`src/rtl/cv32e40p_if_stage_ctrl_pkg.sv`:
```
// ---------------------------------------------------------------------------
// cv32e40p_if_ctrl_pkg
// Shared types for the IF-stage fetch/branch controller: the FSM state
// encoding and its width. Imported by the interface and the top module.
// ---------------------------------------------------------------------------
package cv32e40p_if_ctrl_pkg;

    localparam int IF_STATE_W = 2;

    // 2'd3 is not a legal encoding; the FSM falls back to IF_IDLE from it.
    typedef enum logic [1:0] {
        IF_IDLE    = 2'd0,
        IF_RUN     = 2'd1,
        IF_BR_WAIT = 2'd2
    } if_ctrl_state_e;

endpackage

```
`src/rtl/cv32e40p_if_stage_ctrl_if.sv`:
```
// ---------------------------------------------------------------------------
// cv32e40p_if_stage_ctrl_if
// Bundles the controller / prefetcher / aligner signals of the IF-stage
// fetch controller.
//   slave  : the controller side (consumes *_i, drives *_o)
//   master : the environment side (drives *_i, observes *_o)
// Parameters ADDR_W / CNT_W must match the controller instance using it.
// ---------------------------------------------------------------------------
interface cv32e40p_if_stage_ctrl_if #(
    parameter int ADDR_W = 32,
    parameter int CNT_W  = 16
) ();
    import cv32e40p_if_ctrl_pkg::*;

    // Environment -> controller
    logic                  req_i;
    logic                  pc_set_i;
    logic [ADDR_W-1:0]     pc_target_i;
    logic                  branch_gnt_i;
    logic                  fetch_valid_i;
    logic                  if_valid_i;
    logic                  aligner_ready_i;
    logic                  cnt_clear_i;

    // Controller -> environment
    logic                  branch_req_o;
    logic [ADDR_W-1:0]     branch_addr_o;
    logic                  fetch_ready_o;
    logic                  perf_imiss_o;
    logic [CNT_W-1:0]      imiss_cnt_o;
    logic [IF_STATE_W-1:0] state_o;

    modport slave (
        input  req_i, pc_set_i, pc_target_i, branch_gnt_i,
               fetch_valid_i, if_valid_i, aligner_ready_i, cnt_clear_i,
        output branch_req_o, branch_addr_o, fetch_ready_o,
               perf_imiss_o, imiss_cnt_o, state_o
    );

    modport master (
        output req_i, pc_set_i, pc_target_i, branch_gnt_i,
               fetch_valid_i, if_valid_i, aligner_ready_i, cnt_clear_i,
        input  branch_req_o, branch_addr_o, fetch_ready_o,
               perf_imiss_o, imiss_cnt_o, state_o
    );

endinterface

```
`src/rtl/cv32e40p_if_stage_ctrl_perf_cnt.sv`:
```
// ---------------------------------------------------------------------------
// cv32e40p_perf_cnt
// Generic performance-event counter with synchronous clear.
//   clk, rst  : clock, asynchronous active-high reset
//   i_clear   : zero the counter next cycle (wins over i_event)
//   i_event   : count one event this cycle
//   o_count   : registered count
// CNT_SAT=1 sticks at all-ones, CNT_SAT=0 rolls over to zero.
// ---------------------------------------------------------------------------
module cv32e40p_perf_cnt #(
    parameter int CNT_W   = 16,
    parameter int CNT_SAT = 1
) (
    input  logic             clk,
    input  logic             rst,
    input  logic             i_clear,
    input  logic             i_event,
    output logic [CNT_W-1:0] o_count
);

    logic [CNT_W-1:0] r_cnt;
    logic [CNT_W-1:0] w_cnt_inc;

    // Natural overflow of the adder gives the wrapping behaviour; the
    // saturating flavour simply refuses to step past all-ones.
    generate
        if (CNT_SAT != 0) begin : g_sat
            assign w_cnt_inc = (&r_cnt) ? r_cnt : r_cnt + 1'b1;
        end else begin : g_wrap
            assign w_cnt_inc = r_cnt + 1'b1;
        end
    endgenerate

    always_ff @(posedge clk or posedge rst) begin
        if (rst) begin
            r_cnt <= '0;
        end else if (i_clear) begin
            r_cnt <= '0;
        end else if (i_event) begin
            r_cnt <= w_cnt_inc;
        end
    end

    assign o_count = r_cnt;

endmodule

```
`src/rtl/cv32e40p_if_stage_ctrl.sv`:
```
// ---------------------------------------------------------------------------
// cv32e40p_if_stage_ctrl
// IF-stage fetch/branch controller. Forwards controller redirects to the
// prefetcher with zero latency, holds the request (and its target) until
// the prefetcher grants it, paces fetch pops to the aligner and counts
// instruction-miss cycles.
//   clk, rst : clock, asynchronous active-high reset
//   bus      : slave side of cv32e40p_if_stage_ctrl_if
//              in : req_i, pc_set_i, pc_target_i, branch_gnt_i,
//                   fetch_valid_i, if_valid_i, aligner_ready_i, cnt_clear_i
//              out: branch_req_o, branch_addr_o, fetch_ready_o,
//                   perf_imiss_o, imiss_cnt_o, state_o
// ---------------------------------------------------------------------------
module cv32e40p_if_stage_ctrl
    import cv32e40p_if_ctrl_pkg::*;
#(
    parameter int ADDR_W  = 32,
    parameter int CNT_W   = 16,
    parameter int CNT_SAT = 1
) (
    input  logic                    clk,
    input  logic                    rst,
    cv32e40p_if_stage_ctrl_if.slave bus
);

    if_ctrl_state_e    r_state;
    if_ctrl_state_e    w_state_next;
    logic [ADDR_W-1:0] r_addr;
    logic [ADDR_W-1:0] w_addr_next;
    logic              w_in_run;
    logic              w_in_wait;
    logic              w_branch_req;
    logic              w_imiss;
    logic [CNT_W-1:0]  w_cnt;

    assign w_in_run  = (r_state == IF_RUN);
    assign w_in_wait = (r_state == IF_BR_WAIT);

    // A fresh redirect bypasses the latch so the prefetcher sees it at once.
    assign w_addr_next = bus.pc_set_i ? bus.pc_target_i : r_addr;

    always_ff @(posedge clk or posedge rst) begin
        if (rst) begin
            r_state <= IF_IDLE;
            r_addr  <= '0;
        end else begin
            r_state <= w_state_next;
            r_addr  <= w_addr_next;
        end
    end

    always_comb begin
        w_state_next = r_state;
        case (r_state)
            IF_IDLE, IF_RUN: begin
                // Ungranted redirect parks in BR_WAIT; otherwise (granted
                // redirect or no redirect) the core's fetch request alone
                // decides between RUN and IDLE.
                if (bus.pc_set_i && !bus.branch_gnt_i) begin
                    w_state_next = IF_BR_WAIT;
                end else begin
                    w_state_next = bus.req_i ? IF_RUN : IF_IDLE;
                end
            end
            IF_BR_WAIT: begin
                // A grant that coincides with a new redirect only retires
                // the old target; the new one still needs its own grant.
                if (!bus.pc_set_i && bus.branch_gnt_i) begin
                    w_state_next = bus.req_i ? IF_RUN : IF_IDLE;
                end
            end
            default: w_state_next = IF_IDLE;
        endcase
    end

    assign w_branch_req = bus.pc_set_i | w_in_wait;
    assign w_imiss      = w_branch_req | (w_in_run & bus.req_i & ~bus.fetch_valid_i);

    cv32e40p_perf_cnt #(
        .CNT_W   (CNT_W),
        .CNT_SAT (CNT_SAT)
    ) u_imiss_cnt (
        .clk     (clk),
        .rst     (rst),
        .i_clear (bus.cnt_clear_i),
        .i_event (w_imiss),
        .o_count (w_cnt)
    );

    assign bus.branch_req_o  = w_branch_req;
    assign bus.branch_addr_o = w_addr_next;
    assign bus.fetch_ready_o = w_in_run & ~bus.pc_set_i & bus.fetch_valid_i & bus.req_i
                               & bus.if_valid_i & bus.aligner_ready_i;
    assign bus.perf_imiss_o  = w_imiss;
    assign bus.imiss_cnt_o   = w_cnt;
    assign bus.state_o       = r_state;

endmodule

```
`src/flat_wrapper.sv`:
```
// flat-port wrapper written by rule: the top's interface ports become plain ports
module cv32e40p_if_stage_ctrl_flat import cv32e40p_if_ctrl_pkg::*;
#(
    parameter int ADDR_W  = 32,
    parameter int CNT_W   = 16,
    parameter int CNT_SAT = 1
)
  (clk, rst, bus_req_i, bus_pc_set_i, bus_pc_target_i, bus_branch_gnt_i, bus_fetch_valid_i, bus_if_valid_i, bus_aligner_ready_i, bus_cnt_clear_i, bus_branch_req_o, bus_branch_addr_o, bus_fetch_ready_o, bus_perf_imiss_o, bus_imiss_cnt_o, bus_state_o);
  cv32e40p_if_stage_ctrl_if #(.ADDR_W(ADDR_W), .CNT_W(CNT_W)) bus_i ();
  input  logic clk;
  input  logic rst;
  input wire logic [$bits(bus_i.req_i)-1:0] bus_req_i;
  input wire logic [$bits(bus_i.pc_set_i)-1:0] bus_pc_set_i;
  input wire logic [$bits(bus_i.pc_target_i)-1:0] bus_pc_target_i;
  input wire logic [$bits(bus_i.branch_gnt_i)-1:0] bus_branch_gnt_i;
  input wire logic [$bits(bus_i.fetch_valid_i)-1:0] bus_fetch_valid_i;
  input wire logic [$bits(bus_i.if_valid_i)-1:0] bus_if_valid_i;
  input wire logic [$bits(bus_i.aligner_ready_i)-1:0] bus_aligner_ready_i;
  input wire logic [$bits(bus_i.cnt_clear_i)-1:0] bus_cnt_clear_i;
  output wire logic [$bits(bus_i.branch_req_o)-1:0] bus_branch_req_o;
  output wire logic [$bits(bus_i.branch_addr_o)-1:0] bus_branch_addr_o;
  output wire logic [$bits(bus_i.fetch_ready_o)-1:0] bus_fetch_ready_o;
  output wire logic [$bits(bus_i.perf_imiss_o)-1:0] bus_perf_imiss_o;
  output wire logic [$bits(bus_i.imiss_cnt_o)-1:0] bus_imiss_cnt_o;
  output wire logic [$bits(bus_i.state_o)-1:0] bus_state_o;
  assign bus_i.req_i = bus_req_i;
  assign bus_i.pc_set_i = bus_pc_set_i;
  assign bus_i.pc_target_i = bus_pc_target_i;
  assign bus_i.branch_gnt_i = bus_branch_gnt_i;
  assign bus_i.fetch_valid_i = bus_fetch_valid_i;
  assign bus_i.if_valid_i = bus_if_valid_i;
  assign bus_i.aligner_ready_i = bus_aligner_ready_i;
  assign bus_i.cnt_clear_i = bus_cnt_clear_i;
  assign bus_branch_req_o = bus_i.branch_req_o;
  assign bus_branch_addr_o = bus_i.branch_addr_o;
  assign bus_fetch_ready_o = bus_i.fetch_ready_o;
  assign bus_perf_imiss_o = bus_i.perf_imiss_o;
  assign bus_imiss_cnt_o = bus_i.imiss_cnt_o;
  assign bus_state_o = bus_i.state_o;
  cv32e40p_if_stage_ctrl #(.ADDR_W(ADDR_W), .CNT_W(CNT_W), .CNT_SAT(CNT_SAT)) u_core (.clk(clk), .rst(rst), .bus(bus_i));
endmodule
```
`config.mk`:
```
export PLATFORM = sky130hd
export DESIGN_NAME = cv32e40p_if_stage_ctrl_flat
export DESIGN_NICKNAME = d
export VERILOG_FILES = /design/src/rtl/cv32e40p_if_stage_ctrl_pkg.sv /design/src/rtl/cv32e40p_if_stage_ctrl_if.sv /design/src/rtl/cv32e40p_if_stage_ctrl_perf_cnt.sv /design/src/rtl/cv32e40p_if_stage_ctrl.sv /design/src/flat_wrapper.sv
export SDC_FILE = /design/constraint.sdc
export NUM_CORES = 1
export LEC_CHECK = 0
export CAP_MARGIN = 20
export CORE_MARGIN = 1
export CORE_UTILIZATION = 45
export DETAILED_ROUTE_END_ITERATION = 12
export PLACE_DENSITY = 0.92
export SYNTH_ARGS = -nofsm -noshare
export SYNTH_HDL_FRONTEND = slang
export SYNTH_SLANG_ARGS = --single-unit
```
`constraint.sdc`:
```
create_clock -name clk -period 4.05 [get_ports clk]
set_clock_uncertainty 0.2 [all_clocks]
set_input_delay 0.81 -clock clk [delete_from_list [all_inputs] [get_ports clk]]
set_output_delay 0.81 -clock clk [all_outputs]
set_load 0.01 [all_outputs]
```
==> impl_metrics.csv, run 1 <==
group,metric,value,unit
min_path,min_from,"u_core.r_addr[18]",
placement,hpwlAfterDp,3.96,mm
timing,slew_headroom,56.9,%
grt,wire_length_of_the_first_global_routing_pass,8.78,mm
power,total_power,1.16,mW
synthesis,synth_ff_type,"sky130_fd_sc_hd__dfrtp_1",
synthesis,netlist_instances,183,
critical_path,startpoint_type,"input port",
timing,layout_min_cycle_time,3.47,ns
power,max-vdd-ir-drop,0.000269,V
synthesis,synth.avg_cell_area,12.6,um2
cts,hold_buf_count_cts,0,
floorplanning,die_x,73.6,um
timing,setup_repair_after_global_routing_missed_its_margin,"no",
critical_path,worst_ep_required_time,3.04,ns
route,via_count,1894,
critical_path,timing.critical_path.arrival,2.46,ns
route,drt.antenna.violating_nets,0,
synthesis,syn_area,2310,um2
grt,grt_antenna_before_repair,0,
critical_path,critical_path_peak_fanout,7,
synthesis,ys_warn_count,0,
timing,fin_setup_tns,0,ns
layout,post_route_cells_drive_above_1_share,20.0,%
timing,slew_viol_final,0,
power,lkg_pwr,1.36,nW
critical_path,crit_startpoint,"bus_fetch_valid_i",
route,number_of_detailed_route_iterations_in_the_first_pass,4,
timing,fmax,288,MHz
critical_path,endpoint_type_of_the_worst_setup_path,"output pin",
route,avgRoutedWirePerCell,16.4,um
timing,finalCritPeriodShare,85.7,%
route,drt_drc_violations_left,0,
synthesis,yosys.area_share.simple,16.4,%
timing,postLayoutSetupSlackWorst,0.577,ns
floorplanning,io_pins,94,
placement,buffer_ports.inserted,93,
floorplanning,placeableCoreArea,4820,um2
cts,htreeDepth,2,
timing,finalHoldViolCount,0,
floorplanning,design.die.area,5420,um2
synthesis,yosys.area_share.adder,0.542,%
grt,maximum_number_of_pins_on_one_net_before_global_route_repair,51,
power,power_density,338,nW/um2
grt,global_route.usage.total,21.6,%
synthesis,ffs_w_async_s_r_synth,100,%
layout,nNetsFinal,321,
route,drt-vias-per-instance,5.46,
synthesis,synth_top_area_cell,"sky130_fd_sc_hd__dfrtp_1",
timing,setup_viol_count_final,0,
synthesis,synth.yosys.seq_area_share,54.2,%
layout,area_delta_synth_final,48.5,%
floorplanning,die-height,73.6,um
synthesis,post_synthesis_compound_gate_area_fraction,10.2,%
synthesis,synth-edff-count,0,
route,wirelength,5.68,mm
critical_path,criticalPathCategory,"input port to output pin",
cts,clockBufferDepth,2,
layout,antenna_cells_inserted,0,
cts,cts.sink_count,50,
synthesis,synth_xor_xnor_area_share,0,%
min_path,min_path_type,"flip-flop to flip-flop",
outcome,outcome,"completed",
cts,tritoncts,"yes",
synthesis,ys_seq_elements,50,
synthesis,synth_top_cell_area_share,54.2,%
synthesis,synthDistinctLibCells,39,
grt,grt.overflow.total,0,
run,max_cap_violations,0,
cts,tritoncts.num_buffers,5,
route,detail_route.iter0.violations,131,
synthesis,synth.net_count,225,
floorplanning,initial_core_util,47.9,%
cts,cts.repair_timing.setup_buffer_count,0,
floorplanning,rows,25,
cts,worst_setup_hold_path_clk_slew,0.08,ns
placement,dp_slack,0.570,ns
synthesis,synth_top_family_by_area,"multiplexers",
cts,cts_repair_resized_insts,0,
synthesis,synth.mux.area_fraction,16.6,%
cts,clock-root-buffer,"sky130_fd_sc_hd__clkbuf_8",
synthesis,synth.top_cells.by_area,"sky130_fd_sc_hd__dfrtp_1 (54%), sky130_fd_sc_hd__mux2_2 (16%), sky130_fd_sc_hd__a21oi_1 (2.6%)",
placement,gp_congestion,0.882,
critical_path,timing.rr.start,"u_core.u_imiss_cnt.o_count[0]",
cts,clk_latency,0.30,ns
grt,via_count_of_the_first_global_routing_pass,1871,
timing,worstMarginPinSlew,0.644,ns
layout,finish.utilization,71.2,%
cells in the mapped netlist, types with 3 or more instances:
cell,number
sky130_fd_sc_hd__o31ai_1,6
sky130_fd_sc_hd__and3_1,4
sky130_fd_sc_hd__dfrtp_1,50
sky130_fd_sc_hd__and4_1,3
sky130_fd_sc_hd__o21ai_0,6
sky130_fd_sc_hd__inv_1,6
sky130_fd_sc_hd__or4_1,3
sky130_fd_sc_hd__a211oi_1,3
sky130_fd_sc_hd__buf_2,4
sky130_fd_sc_hd__nand3_1,5
sky130_fd_sc_hd__nor3_1,3
sky130_fd_sc_hd__nor2_1,3
sky130_fd_sc_hd__a21oi_1,12
sky130_fd_sc_hd__or3_1,5
sky130_fd_sc_hd__mux2_2,33
sky130_fd_sc_hd__nand2_1,6
stage by stage:
step                cells  cell area [um2]  hold WS, ns
floorplan             183             2310        0.313
global placement      338             3300        0.278
detailed placement    338             3300        0.285
CTS                   346             3410        0.307
global route          347             3430        0.318
finish                347             3430        0.305
logic make-up after synthesis:
group,after synthesis
AOI/OAI and AO/OA,33
adders and majority gates,1
buffers and inverters,12
DFF,50
muxes,34
and+or+nand+nor,53
worst paths after layout:
check / end / slack [ns] / cells after the start
worst max register to register: u_core.u_imiss_cnt.o_count[14] / 1.78 / 5
worst max-delay path: bus_perf_imiss_o / 0.58 / 5
worst min-delay path: u_core.r_addr[18] / 0.31 / 1
max in group asynchronous: u_core.r_addr[21] / 2.63 / 3
min in group asynchronous: u_core.r_addr[0] / 0.54 / 2
worst min register to register: u_core.r_addr[18] / 0.31 / 1
area by class of cell:
type | instances | area [um2]
Inverter | 6 | 22.5
Tap cell | 67 | 83.8
Timing Repair Buffer | 95 | 953
Clock buffer | 6 | 72.6
Fill cell | 352 | 1390
Multi-Input combinational cell | 121 | 1010
Sequential cell | 50 | 1250
Clock inverter | 2 | 37.5
cell usage in the layout, fill, tap and decap left out, types with 3 or more instances in the layout:
master                            count
sky130_fd_sc_hd__a211oi_1             3
sky130_fd_sc_hd__a21oi_1             12
sky130_fd_sc_hd__and3_1               4
sky130_fd_sc_hd__and4_1               3
sky130_fd_sc_hd__clkbuf_8             5
sky130_fd_sc_hd__clkdlybuf4s50_1     92
sky130_fd_sc_hd__dfrtp_1             50
sky130_fd_sc_hd__inv_1                5
sky130_fd_sc_hd__mux2_2              33
sky130_fd_sc_hd__nand2_1              6
sky130_fd_sc_hd__nand3_1              5
sky130_fd_sc_hd__nor2_1               3
sky130_fd_sc_hd__nor3_1               3
sky130_fd_sc_hd__o21ai_0              6
sky130_fd_sc_hd__o31ai_1              6
sky130_fd_sc_hd__or3_1                5
sky130_fd_sc_hd__or4_1                3
critical path, cell delays in order:
cell and delay (ns):
sky130_fd_sc_hd__clkdlybuf4s50_1 0.47, sky130_fd_sc_hd__and4bb_4 0.26, sky130_fd_sc_hd__nor3_2 0.23, sky130_fd_sc_hd__inv_1 0.18, sky130_fd_sc_hd__clkdlybuf4s50_1 0.51
sequential cells by signal, summed over array words and instances (netlist names):
register                    count
u_core.u_imiss_cnt.o_count     16
u_core.r_addr                  32
u_core.bus.state_o              2
report_power, final:
| group | total [mW] | internal [mW] | leakage, nW | switching, mW |
|---|---|---|---|---|
| clock | 0.350 | 0.184 | 0.0514 | 0.166 |
| sequential | 0.557 | 0.537 | 0.621 | 0.0195 |
| combinational | 0.251 | 0.149 | 0.684 | 0.102 |
metal layers:
metal / GRT usage, % / wire, um / vias up
li1: - / - / 881
met1: 25.4 / 2270 / 932
met2: 36.5 / 2850 / 72
met3: 8.09 / 503 / 9
met4: 6.84 / 59 / 0
met5: 0 / 0 / -
(Power assumes the default switching activity.)
==> run 2, diff against run 1 <==
--- a/config.mk
+++ b/config.mk
@@ -7,9 +7,10 @@
 export LEC_CHECK = 0
 export CAP_MARGIN = 20
 export CORE_MARGIN = 1
-export CORE_UTILIZATION = 45
+export CORE_UTILIZATION = 46
+export CTS_CLUSTER_DIAMETER = 50
 export DETAILED_ROUTE_END_ITERATION = 12
-export PLACE_DENSITY = 0.92
+export PLACE_DENSITY_LB_ADDON = 0.25
 export SYNTH_ARGS = -nofsm -noshare
 export SYNTH_HDL_FRONTEND = slang
 export SYNTH_SLANG_ARGS = --single-unit
==> impl_metrics.csv, run 2 (synthesis results as in run 1) <==
group,metric,value,unit
route,number_of_detailed_route_iterations_in_the_first_pass,4,
placement,placedInstanceArea,3290,um2
critical_path,timing.critical_path.arrival,2.50,ns
timing,setup_viol_count_final,0,
layout,layout.cell_area.non_filler,3400,um2
timing,slew_headroom,41.9,%
min_path,hold_depth,1,
floorplanning,io_pins,94,
cts,cts.repair_timing.setup_buffer_count,0,
power,lkg_pwr,1.35,nW
route,avgRoutedWirePerCell,15.2,um
power,power_density,320,nW/um2
critical_path,critical_path_peak_fanout,7,
timing,fin_setup_tns,0,ns
critical_path,reg2reg_to,"u_core.u_imiss_cnt.o_count[14]",
timing,layout_min_cycle_time,3.51,ns
floorplanning,design.die.area,5310,um2
critical_path,worst_ep_required_time,3.04,ns
grt,wire_length_of_the_first_global_routing_pass,8.70,mm
min_path,hold_worst_path_end,"u_core.r_addr[27]",
grt,maximum_number_of_pins_on_one_net_before_global_route_repair,51,
layout,final_common_cell,"sky130_fd_sc_hd__clkdlybuf4s50_1",
cts,clockBufferDepth,2,
layout,finish.utilization,71.0,%
grt,via_count_of_the_first_global_routing_pass,1809,
critical_path,startpoint_type,"input port",
layout,layout.filler_cells,367,
cts,clk_latency,0.30,ns
run,max_cap_violations,0,
floorplanning,rows,25,
layout,largest_register_ff_count,32,
critical_path,ff2ff_path_depth,5,
timing,fmax,285,MHz
layout,post_route_cells_drive_above_1_share,19.7,%
layout,register_ranked_first_by_flip_flop_count,"u_core.r_addr",
floorplanning,initial_core_util,48.3,%
timing,finalHoldViolCount,0,
power,max-vdd-ir-drop,0.000245,V
critical_path,endpoint_type_of_the_worst_setup_path,"output pin",
route,drt_drc_violations_left,0,
route,via_count,1846,
floorplanning,placeableCoreArea,4790,um2
timing,setup_repair_after_global_routing_missed_its_margin,"no",
cts,htreeDepth,2,
floorplanning,die-height,72.9,um
cts,clock-root-buffer,"sky130_fd_sc_hd__clkbuf_8",
critical_path,criticalPathCategory,"input port to output pin",
layout,most-common-layout-cells,"sky130_fd_sc_hd__clkdlybuf4s50_1 (92), sky130_fd_sc_hd__dfrtp_1 (50), sky130_fd_sc_hd__mux2_2 (33)",
grt,grt_antenna_before_repair,0,
outcome,outcome,"completed",
cts,cts_repair_resized_insts,0,
cts,hold_buf_count_cts,0,
timing,worstMarginPinSlew,0.872,ns
layout,multi_input_comb_area,1010,um2
layout,nNetsFinal,320,
route,detail_route.iter0.violations,154,
route,drt.antenna.violating_nets,0,
placement,gp_congestion,0.791,
layout,seqCellArea,1250,um2
layout,antenna_cells_inserted,0,
timing,slew_viol_final,0,
cts,tritoncts,"yes",
placement,buffer_ports.inserted,93,
grt,global_route.usage.total,21.5,%
cts,tritoncts.num_buffers,5,
route,wirelength,5.26,mm
placement,hpwlAfterDp,3.73,mm
cts,worst_setup_hold_path_clk_slew,0.09,ns
timing,finalCritPeriodShare,86.6,%
critical_path,reg2reg_slack,1.77,ns
min_path,min_from,"u_core.r_addr[27]",
route,drt-vias-per-instance,5.34,
critical_path,timing.rr.start,"u_core.u_imiss_cnt.o_count[0]",
grt,grt.overflow.total,0,
power,total_power,1.09,mW
floorplanning,die_x,72.9,um
layout,area_delta_synth_final,47.1,%
cts,cts.sink_count,50,
min_path,min_path_type,"flip-flop to flip-flop",
-- run 2: cell count changes in the layout (fill, tap and decap cells not counted), sizes merged --
cell / before / now
clkinvlp: 1 / 0
clkinv: 0 / 2
bufinv: 1 / 0
buf: 3 / 2
-- run 2: metal layers --
metal,wire length (um),GRT usage (%),up-vias
met4,48,5.23,0
met2,2400,31.7,80
li1,-,-,876
met5,0,0,-
met3,573,10.5,6
met1,2240,28.4,884
-- run 2: through the flow --
step	setup WS (ns)	cells	hold WS (ns)
after detailed placement	0.555	337	0.284
final	0.544	346	0.302
after global routing	0.508	346	0.312
after floorplan	1.45	183	0.313
after global placement	0.582	337	0.279
after CTS	0.554	345	0.308
-- run 2: critical path: stages --
cell and delay [ns]:
sky130_fd_sc_hd__clkdlybuf4s50_1 0.42, sky130_fd_sc_hd__and4bb_4 0.40, sky130_fd_sc_hd__nor3_2 0.08, sky130_fd_sc_hd__inv_1 0.22, sky130_fd_sc_hd__clkdlybuf4s50_1 0.57
-- run 2: power breakdown --
| group | leakage, nW | switching, mW | internal, mW |
|---|---|---|---|
| Clock | 0.0452 | 0.163 | 0.122 |
| Sequential | 0.621 | 0.0182 | 0.537 |
| Combinational | 0.679 | 0.0995 | 0.148 |
| Total | 1.35 | 0.281 | 0.808 |
-- run 2: how the worst max path moves through the flow --
| stage | startpoint | endpoint | slack, ns |
|---|---|---|---|
| finish | bus_fetch_valid_i | bus_perf_imiss_o | 0.54 |
| detailed placement | bus_fetch_valid_i | bus_perf_imiss_o | 0.56 |
| floorplan | bus_pc_set_i | bus_branch_addr_o[10] | 1.45 |
| global placement | bus_fetch_valid_i | bus_perf_imiss_o | 0.58 |
| CTS | bus_fetch_valid_i | bus_perf_imiss_o | 0.55 |
| global route | bus_pc_set_i | bus_perf_imiss_o | 0.51 |
-- run 2: area by class of cell --
type | count | share of cell area, %
Sequential cell | 50 | 36.8
Multi-Input combinational cell | 121 | 29.7
Timing Repair Buffer | 94 | 27.8
Tap cell | 67 | 2.47
Clock buffer | 6 | 2.14
Inverter | 6 | 0.663
Clock inverter | 2 | 0.405
